<file path="src/rtl/marvin_servo_pkg.sv">
// +-----------------------------------------------------------------------------+
// | Package : marvin_servo_pkg                                                   |
// | Shared servo types and timing helpers (ramp FSM encoding, cycle derivation).|
// | Revision: 1.0 - initial release                                              |
// +-----------------------------------------------------------------------------+
`timescale 1ns/1ps
`default_nettype none

package marvin_servo_pkg;

    typedef enum logic {
        IDLE = 1'b0,
        RAMP = 1'b1
    } ramp_state_t;

    // Number of clock periods in an interval; also used by pwmgen so both agree on frame length.
    function automatic int cycles(input time t, input time t_clk);
        return int'(t / t_clk);
    endfunction

endpackage

`default_nettype wire

</file>
<file path="src/rtl/servo_frame_tick.sv">
// +-----------------------------------------------------------------------------+
// | Module  : servo_frame_tick                                                   |
// | Frame counter 0..DUTY_-1 with a strobe in the last cycle of each frame.     |
// | Revision: 1.0 - initial release                                              |
// +-----------------------------------------------------------------------------+
`timescale 1ns/1ps
`default_nettype none

module servo_frame_tick #(
    parameter int DUTY_ = 10
) (
    input  logic clk,
    input  logic rst_,
    input  logic ena,
    output logic frame
);

    localparam int            CW   = (DUTY_ > 1) ? $clog2(DUTY_) : 1;
    localparam logic [CW-1:0] LAST = CW'(DUTY_ - 1);

    logic [CW-1:0] fcnt_q;
    logic [CW-1:0] fcnt_d;

    always_comb begin
        fcnt_d = fcnt_q;
        if (!ena || (fcnt_q == LAST)) begin
            fcnt_d = '0;
        end else begin
            fcnt_d = fcnt_q + CW'(1);
        end
    end

    always_ff @(posedge clk or negedge rst_) begin
        if (!rst_) begin
            fcnt_q <= '0;
        end else begin
            fcnt_q <= fcnt_d;
        end
    end

    assign frame = ena && (fcnt_q == LAST);

endmodule

`default_nettype wire

</file>
<file path="src/rtl/servo_ramp.sv">
// +-----------------------------------------------------------------------------+
// | Module  : servo_ramp                                                         |
// | Slew-rate limiter: moves pos toward an accepted target by at most STEP_     |
// | counts per PWM frame; updates land only on frame boundaries.                |
// | Option  : SERVO_RAMP_LIMIT_EN clamps accepted targets to [LO_, HI_].        |
// | Revision: 1.0 - initial release                                              |
// +-----------------------------------------------------------------------------+
`timescale 1ns/1ps
`default_nettype none

module servo_ramp
    import marvin_servo_pkg::*;
#(
    parameter time CLK_  = 20ns,
    parameter time DUTY  = 20ms,
    parameter int  POS_  = 8,
    parameter int  STEP_ = 4,
    parameter int  INIT  = 2**(POS_-1),
    parameter int  LO_   = 0,
    parameter int  HI_   = 2**POS_-1
) (
    input  logic            clk,
    input  logic            rst_,
    input  logic            ena,
    input  logic [POS_-1:0] tgt,
    input  logic            tgt_vld,
    output logic            tgt_rdy,
    output logic [POS_-1:0] pos,
    output logic            frame,
    output logic            busy
);

    localparam int              DUTY_  = cycles(DUTY, CLK_);
    localparam int              POS1   = POS_ + 1;
    localparam logic [POS_-1:0] STEP_P = POS_'(STEP_);
    localparam logic [POS1-1:0] STEP_W = POS1'(STEP_);
    localparam logic [POS_-1:0] INIT_P = POS_'(INIT);
    localparam logic [POS_-1:0] LO_P   = POS_'(LO_);
    localparam logic [POS_-1:0] HI_P   = POS_'(HI_);

`ifdef SERVO_RAMP_LIMIT_EN
    localparam bit LIMIT_EN = 1'b1;
`else
    localparam bit LIMIT_EN = 1'b0;
`endif

    ramp_state_t        state_q;
    ramp_state_t        state_d;
    logic [POS_-1:0]    pos_q;
    logic [POS_-1:0]    pos_d;
    logic [POS_-1:0]    target_q;
    logic [POS_-1:0]    target_d;
    logic               rdy_q;

    logic               accept;
    logic [POS_-1:0]    tgt_lim;
    logic signed [POS1-1:0] diff;
    logic [POS1-1:0]    mag;

    servo_frame_tick #(
        .DUTY_ (DUTY_)
    ) u_tick (
        .clk   (clk),
        .rst_  (rst_),
        .ena   (ena),
        .frame (frame)
    );

    // rdy_q only marks "out of reset"; ena gates the handshake combinationally.
    assign tgt_rdy = ena && rdy_q;
    assign accept  = tgt_vld && tgt_rdy;

    always_comb begin
        tgt_lim = tgt;
        if (LIMIT_EN) begin
            if (tgt < LO_P) begin
                tgt_lim = LO_P;
            end else if (tgt > HI_P) begin
                tgt_lim = HI_P;
            end
        end
    end

    // Unsigned operands extended by one bit so the difference never wraps.
    always_comb begin
        diff = $signed({1'b0, target_q}) - $signed({1'b0, pos_q});
        mag  = diff[POS1-1] ? $unsigned(-diff) : $unsigned(diff);
    end

    always_comb begin
        state_d  = state_q;
        pos_d    = pos_q;
        target_d = target_q;

        if (frame && (state_q == RAMP)) begin
            if (mag <= STEP_W) begin
                pos_d   = target_q;
                state_d = IDLE;
            end else if (diff[POS1-1]) begin
                pos_d = pos_q - STEP_P;
            end else begin
                pos_d = pos_q + STEP_P;
            end
        end

        // A coincident step already used the old target; the new one is judged against the stepped pos.
        if (accept) begin
            target_d = tgt_lim;
            state_d  = (tgt_lim != pos_d) ? RAMP : IDLE;
        end
    end

    always_ff @(posedge clk or negedge rst_) begin
        if (!rst_) begin
            state_q  <= IDLE;
            pos_q    <= INIT_P;
            target_q <= INIT_P;
            rdy_q    <= 1'b0;
        end else begin
            state_q  <= state_d;
            pos_q    <= pos_d;
            target_q <= target_d;
            rdy_q    <= 1'b1;
        end
    end

    assign pos  = pos_q;
    assign busy = (state_q == RAMP);

endmodule

`default_nettype wire
</file>
<file path="config.mk">
export PLATFORM = sky130hd
export DESIGN_NAME = servo_ramp
export DESIGN_NICKNAME = d
export VERILOG_FILES = /design/src/rtl/marvin_servo_pkg.sv /design/src/rtl/servo_frame_tick.sv /design/src/rtl/servo_ramp.sv
export SDC_FILE = /design/constraint.sdc
export NUM_CORES = 1
export LEC_CHECK = 0
export CAP_MARGIN = 20
export CORE_MARGIN = 4
export CORE_UTILIZATION = 55
export CTS_BUF_LIST = sky130_fd_sc_hd__clkbuf_4 sky130_fd_sc_hd__clkbuf_8
export CTS_CLUSTER_DIAMETER = 120
export DETAILED_ROUTE_END_ITERATION = 16
export MAX_ROUTING_LAYER = met4
export PLACE_DENSITY = 0.79
export SETUP_SLACK_MARGIN = 0.05
export SKIP_LAST_GASP = 1
export SLEW_MARGIN = 0
export SYNTH_ARGS = -nofsm -noshare
export SYNTH_HDL_FRONTEND = slang
export SYNTH_SLANG_ARGS = --single-unit
</file>
<file path="constraint.sdc">
create_clock -name clk -period 10.7 [get_ports clk]
set_input_delay 1.605 -clock clk [delete_from_list [all_inputs] [get_ports clk]]
set_output_delay 1.605 -clock clk [all_outputs]
set_load 0.02 [all_outputs]
</file>
==> results.py, run 1 <==
metrics = {
    "sta": {
        "final.setup_skew_ns": 0.01249,
        "setup_tns_ns": 0,
        "fmax_ghz": 0.2129,
        "finalCriticalPeriod_ns": 4.697,
        "hold_viol_final": 0,
        "tightest_slew_ns": 0.8248,
        "relSlewSlack": 0.4501,
        "grt_setup_unrepaired": "false",
        "setup_violations": 0,
        "final_max_slew_viol_count": 0,
        "min_period_over_period": 0.4390,
    },
    "synth": {
        "netlist_instances": 330,
        "synthesis.area_um2": 2845,
        "seq_area_frac_synth": 0.3351,
        "yosys.area.top_type": "dfrtp_1",
        "syn-num-nets": 358,
        "synth_area_leaders": "dfrtp_1 (32%), xnor2_1 (7.4%), ha_1 (6.2%)",
        "synth_compound_gate_area_share": 0.1715,
        "synth_top_family_by_area": "simple AND/OR/NAND/NOR gates",
        "yosys_register_bits": 38,
        "ys.flop_type": "dfrtp_1",
        "syn_area_per_cell_um2": 8.622,
        "synthXorXnorAreaFrac": 0.1077,
        "synth_common_cells": "dfrtp_1 (36), nor2_1 (31), inv_1 (26)",
        "ys_types": 50,
        "synthAdderAreaFrac": 0.07564,
        "synth_top_area_share": 0.3166,
        "yosysWarnings": 0,
        "async_flop_share": 1.000,
        "synth.most_common_cell": "dfrtp_1",
        "synth-edff-count": 0,
        "synthSimpleGateAreaFrac": 0.2054,
        "synthMuxAreaShare": 0.05717,
    },
    "route": {
        "firstDrtPassIters": 5,
        "route.detailed.drc": 0,
        "drt-total-wl_mm": 6.380,
        "vias": 2477,
        "detail-route-antenna-nets": 0,
        "via_per_inst": 5.898,
        "wl_per_cell_um": 15.19,
        "drt-initial-drc-count": 140,
    },
    "finish": {
        "layout.area.seq_um2": 953.4,
        "final_nets": 380,
        "final_cell_area_um2": 3206,
        "drive_above_1_share": 0.06516,
        "diodes": 0,
        "multi_input_area_um2": 1760,
        "fillCellCount": 437,
        "area_delta_synth_final_pct": 12.66,
    },
    "status": {
        "status": "finished, final reports clean",
    },
    "clocking": {
        "ctsResizeCount": 0,
        "cts_max_level": 2,
        "postCtsSetupBuffers": 0,
        "cts_buffers": 5,
        "root_buffer": "clkbuf_8",
        "clockBufferDepth": 2,
        "hold_buffers": 0,
        "clkLatencyLatePin_ns": 0.30,
        "cts.sinks": 38,
        "clkTransAtPathRegs_ns": 0.07,
        "cts_tree": "yes",
    },
    "placed_design": {
        "io_buffers": 22,
        "dp.final_hpwl_mm": 4.866,
        "post_dp_cell_area_um2": 3110,
        "routabilityCongestion": 0.8895,
    },
    "flow_run": {
        "maxCapViolations": 0,
    },
    "grt": {
        "grt_util_met1": 0.2907,
        "grt_overflow": 0,
        "grt_start_max_net_pins": 39,
        "grt_usage": 0.2283,
        "met2_usage": 0.3684,
        "top_usage_layer": "met2",
        "grt_pass1_vias": 2379,
        "grt_antenna_before_repair": 0,
        "grt_pass1_wl_mm": 11.20,
        "met3_usage": 0.03612,
    },
    "hold_path": {
        "hold_depth": 1,
        "hp-class": "reg -> reg",
    },
    "die": {
        "fp.dieW_um": 79.93,
        "initial_core_util": 0.5831,
        "rows": 25,
        "core_um2": 4880,
        "io_pins": 23,
        "die-area_um2": 6388,
        "die_h_um": 79.93,
    },
    "power_and_ir_drop": {
        "worst_ir_drop_vdd_mv": 0.1002,
        "p_leak_nw": 1.400,
        "powerDensity_nw_per_um2": 145.8,
    },
    "setup_path": {
        "worstPathRequired_ns": 9.10,
        "crit_arrival_ns": 3.09,
        "path_class": "in -> out",
        "rr_worst_depth": 18,
        "endpoint_kind": "output pin",
        "start_kind": "input port",
        "cp_max_fo": 5,
    },
}
## path summary, 6_finish.rpt
kind	slack [ns]	end	start
worst min register to register	0.49	u_tick.fcnt_q[0]	u_tick.fcnt_q[0]
max in group asynchronous	8.78	rdy_q	rst_
worst max-delay path	6.00	frame	ena
min in group asynchronous	1.38	pos[5]	rst_
worst min-delay path	0.49	u_tick.fcnt_q[0]	u_tick.fcnt_q[0]
worst max register to register	6.05	busy	target_q[0]
## state kept, by name (all words and copies together), names as in the netlist
register	count
target_q	8
busy	1
u_tick.fcnt_q	20
rdy_q	1
pos	8
## cell families after synthesis
family,after synthesis
AO/OA/AOI/OAI,77
multiplexers,15
buffers and inverters,33
XOR/XNOR,35
AND/OR/NAND/NOR,115
adder cells (fa/ha/maj),16
other,1
flip-flops,38
## metal layers
layer  routed length, µm  part of all wire
met1                2802              0.44
met2                3215              0.50
met3                 242             0.038
met4                 120             0.019
met5                   0                 0
## power by group
part           internal [mW]  switching [mW]
Sequential             0.152          0.0106
Combinational         0.0842           0.116
Clock                 0.0518          0.0528
## critical path, cell delays in order
cell and delay [ns]:
clkdlybuf4s50_1 0.52, inv_1 0.08, nor2_1 0.23, clkdlybuf4s50_1 0.66
## cell usage in the layout, fill, tap and decap left out, types with 3 or more instances in the layout
| cell | instances |
|---|---|
| dfrtp_1 | 36 |
| nor2_1 | 31 |
| inv_1 | 26 |
| nand2_1 | 25 |
| xnor2_1 | 24 |
| o21ai_0 | 23 |
| clkdlybuf4s50_1 | 21 |
| a21oi_1 | 18 |
| ha_1 | 14 |
| xor2_1 | 11 |
| and3_1 | 9 |
| mux2_2 | 9 |
| nand3_1 | 8 |
| nand4_1 | 6 |
| nor3_1 | 6 |
| or3_1 | 6 |
| clkbuf_8 | 6 |
| or4_1 | 5 |
| a31oi_1 | 5 |
| mux2i_1 | 5 |
| and2_1 | 4 |
| a211oi_1 | 4 |
| o211ai_1 | 4 |
| a21o_1 | 4 |
| o2111ai_1 | 4 |
| nand2b_1 | 3 |
| o311ai_0 | 3 |
## stage by stage
step / power, mW / hold WS, ns / util / worst slack (ns) / instances
finish: 0.4673 / 0.4866 / 0.6569 / 6.003 / 420
global route: 0.5021 / 0.5326 / 0.6569 / 5.545 / 420
CTS: 0.4670 / 0.4872 / 0.6569 / 6.016 / 420
detailed placement: 0.3612 / 0.4741 / 0.6374 / 6.025 / 412
global placement: 0.3580 / 0.4734 / 0.6374 / 6.058 / 412
floorplan: 0.3141 / 0.4470 / - / 6.509 / 330
## area by class of cell
| cell class | instances | area share |
|---|---|---|
| Inverter | 26 | 0.03045 |
| Timing Repair Buffer | 22 | 0.06714 |
| Tap cell | 67 | 0.02615 |
| Multi-Input combinational cell | 259 | 0.5492 |
| Clock inverter | 2 | 0.003903 |
| Clock buffer | 6 | 0.02576 |
| Sequential cell | 38 | 0.2974 |
No activity file was read; power rests on OpenSTA's default activity.
==> run 2: changes to the inputs <==
==> constraint.sdc (replaced) <==
create_clock -name clk -period 4.64 [get_ports clk]
set_input_delay 0.696 -clock clk [delete_from_list [all_inputs] [get_ports clk]]
set_output_delay 0.696 -clock clk [all_outputs]
set_load 0.02 [all_outputs]
==> results.py, run 2 (synthesis results as in run 1) <==
metrics = {
    "route": {
        "drt-initial-drc-count": 196,
        "route.detailed.drc": 0,
        "vias": 2502,
        "drt-total-wl_mm": 6.704,
        "detail-route-antenna-nets": 0,
        "wl_per_cell_um": 15.85,
        "firstDrtPassIters": 5,
        "via_per_inst": 5.915,
    },
    "grt": {
        "grt_antenna_before_repair": 0,
        "grt_overflow": 0,
        "grt_usage": 0.2365,
        "grt_start_max_net_pins": 39,
        "grt_pass1_vias": 2411,
        "grt_pass1_wl_mm": 11.43,
    },
    "clocking": {
        "clkLatencyLatePin_ns": 0.29,
        "cts_tree": "yes",
        "root_buffer": "clkbuf_8",
        "cts_max_level": 2,
        "cts_buffers": 5,
        "hold_buffers": 0,
        "cts.sinks": 38,
        "clockBufferDepth": 2,
        "clkTransAtPathRegs_ns": 0.08,
    },
    "die": {
        "initial_core_util": 0.5831,
        "core_um2": 4880,
        "io_pins": 23,
        "die_h_um": 79.93,
        "die-area_um2": 6388,
        "rows": 25,
        "fp.dieW_um": 79.93,
    },
    "sta": {
        "hold_viol_final": 0,
        "final.setup_skew_ns": 0.005933,
        "fmax_ghz": 0.2324,
        "min_period_over_period": 0.9274,
        "tightest_slew_ns": 0.8484,
        "setup_tns_ns": 0,
        "relSlewSlack": 0.4344,
        "final_max_slew_viol_count": 0,
        "setup_violations": 0,
        "grt_setup_unrepaired": "false",
        "finalCriticalPeriod_ns": 4.303,
    },
    "power_and_ir_drop": {
        "internal_power_mw": 0.6810,
        "p_sw_mw": 0.4205,
        "p_leak_nw": 1.426,
        "worst_ir_drop_vdd_mv": 0.1732,
        "power_frac_seq": 0.342,
        "powerDensity_nw_per_um2": 339.5,
        "pwr-share-comb": 0.437,
        "clock_power_share": 0.222,
        "netSwitchingFraction": 0.3817,
    },
    "finish": {
        "diodes": 0,
        "largest_reg_flops": 20,
        "area_delta_synth_final_pct": 14.03,
        "mostFrequentLayoutCells": "dfrtp_1 (36), nor2_1 (31), nand2_1 (25), inv_1 (25)",
        "final_common_cell": "dfrtp_1",
        "drive_above_1_share": 0.08427,
        "multi_input_area_um2": 1777,
        "largest-register": "u_tick.fcnt_q",
        "fillCellCount": 413,
        "layout.area.seq_um2": 953.4,
        "utilization": 0.6649,
        "final_nets": 383,
    },
    "setup_path": {
        "worstPathRequired_ns": 4.80,
        "critPathSlowestCell": "dfrtp_1",
        "max_stage_delay_ns": 0.42,
        "cp_max_fo": 7,
        "path_class": "reg -> reg",
        "start_kind": "register",
        "crit_arrival_ns": 4.46,
        "path_cells": "inv_1 -> ha_1 -> inv_1 -> fa_1 -> a211oi_2 -> o211ai_1 -> a21o_1 -> inv_2 -> ha_1 -> a211oi_1 -> o21bai_1 -> a21oi_2 -> xnor2_2 -> mux2_2 -> a2111oi_0 -> o21ai_0 -> a32oi_1 -> a31oi_1",
        "endpoint_kind": "register",
        "cp_top_family": "compound AO/OA/AOI/OAI gates",
        "worst-path-buf-inv": 3,
    },
    "hold_path": {
        "hp-class": "in -> async",
    },
    "placed_design": {
        "routabilityCongestion": 0.9597,
        "dp.final_hpwl_mm": 5.090,
        "io_buffers": 22,
    },
    "flow_run": {
        "maxCapViolations": 0,
    },
    "status": {
        "status": "finished, final reports clean",
    },
}
## run 2: final timing paths
| kind | start | to | slack [ns] | cells after the start |
|---|---|---|---|---|
| setup / recovery | target_q[0] | busy | 0.34 | 18 |
| hold / removal | rst_ | pos[6] | 0.50 | 1 |
| setup reg to reg | target_q[0] | busy | 0.34 | 18 |
| hold reg to reg | u_tick.fcnt_q[0] | u_tick.fcnt_q[0] | 0.50 | 1 |
| max in group asynchronous | rst_ | u_tick.fcnt_q[17] | 3.59 | 1 |
| min in group clk | u_tick.fcnt_q[0] | u_tick.fcnt_q[0] | 0.50 | 1 |
## run 2: what timing repair did
item                       in CTS  in global routing
resized for setup               0                  4
buffers inserted                0                  0
setup endpoints to repair       0                  1
## run 2: through the flow
step / power [mW] / hold slack [ns] / cells / area [µm²] / worst slack [ns]
finish: 1.101 / 0.4994 / 423 / 3244 / 0.3371
global route: 1.174 / 0.5139 / 423 / 3244 / 0.05367
CTS: 1.091 / 0.4983 / 423 / 3228 / 0.1968
detailed placement: 0.8429 / 0.4875 / 415 / 3133 / 0.1999
global placement: 0.8344 / 0.4683 / 415 / 3133 / 0.3505
floorplan: 0.7244 / 0.4004 / 330 / 2845 / 0.4485
## run 2: cell type report
cell class / count / share of cell area
repair buffers: 25 / 0.07327
clock buffers: 7 / 0.02777
flip-flops and latches: 38 / 0.2939
multi-input cells: 259 / 0.5476
inverters: 26 / 0.03008
well taps: 67 / 0.02584
clock inverters: 1 / 0.001543
## run 2: routing by layer
layer  wire length [µm]  GRT usage  share of wire
met1               2925     0.2996           0.44
met2               3380     0.3924           0.50
met3                250    0.03725          0.037
met4                148    0.06757          0.022
met5                  0          -              0
## run 2: worst register-to-register path: stages, from the launching register on
cell	delay, ns
dfrtp_1	0.42
inv_1	0.07
ha_1	0.17
inv_1	0.06
fa_1	0.41
a211oi_2	0.27
o211ai_1	0.16
a21o_1	0.28
inv_2	0.14
ha_1	0.26
a211oi_1	0.23
o21bai_1	0.12
a21oi_2	0.18
xnor2_2	0.18
mux2_2	0.37
a2111oi_0	0.34
o21ai_0	0.17
a32oi_1	0.23
a31oi_1	0.11
## run 2: power by group through the flow
stage               clock (mW)  sequential (mW)  combinational (mW)
finish                   0.244            0.376               0.481
global route             0.262            0.379               0.533
CTS                      0.251            0.376               0.465
detailed placement           0            0.382               0.461
global placement             0            0.380               0.454
floorplan                    0            0.378               0.346
==> run 3: changes to the inputs <==
--- a/config.mk
+++ b/config.mk
@@ -5,7 +5,6 @@
 export SDC_FILE = /design/constraint.sdc
 export NUM_CORES = 1
 export LEC_CHECK = 0
-export CAP_MARGIN = 20
 export CORE_MARGIN = 4
 export CORE_UTILIZATION = 55
 export CTS_BUF_LIST = sky130_fd_sc_hd__clkbuf_4 sky130_fd_sc_hd__clkbuf_8
==> results of run 3 <==
No change in the layout: final DEF, timing and power equal those of run 2.
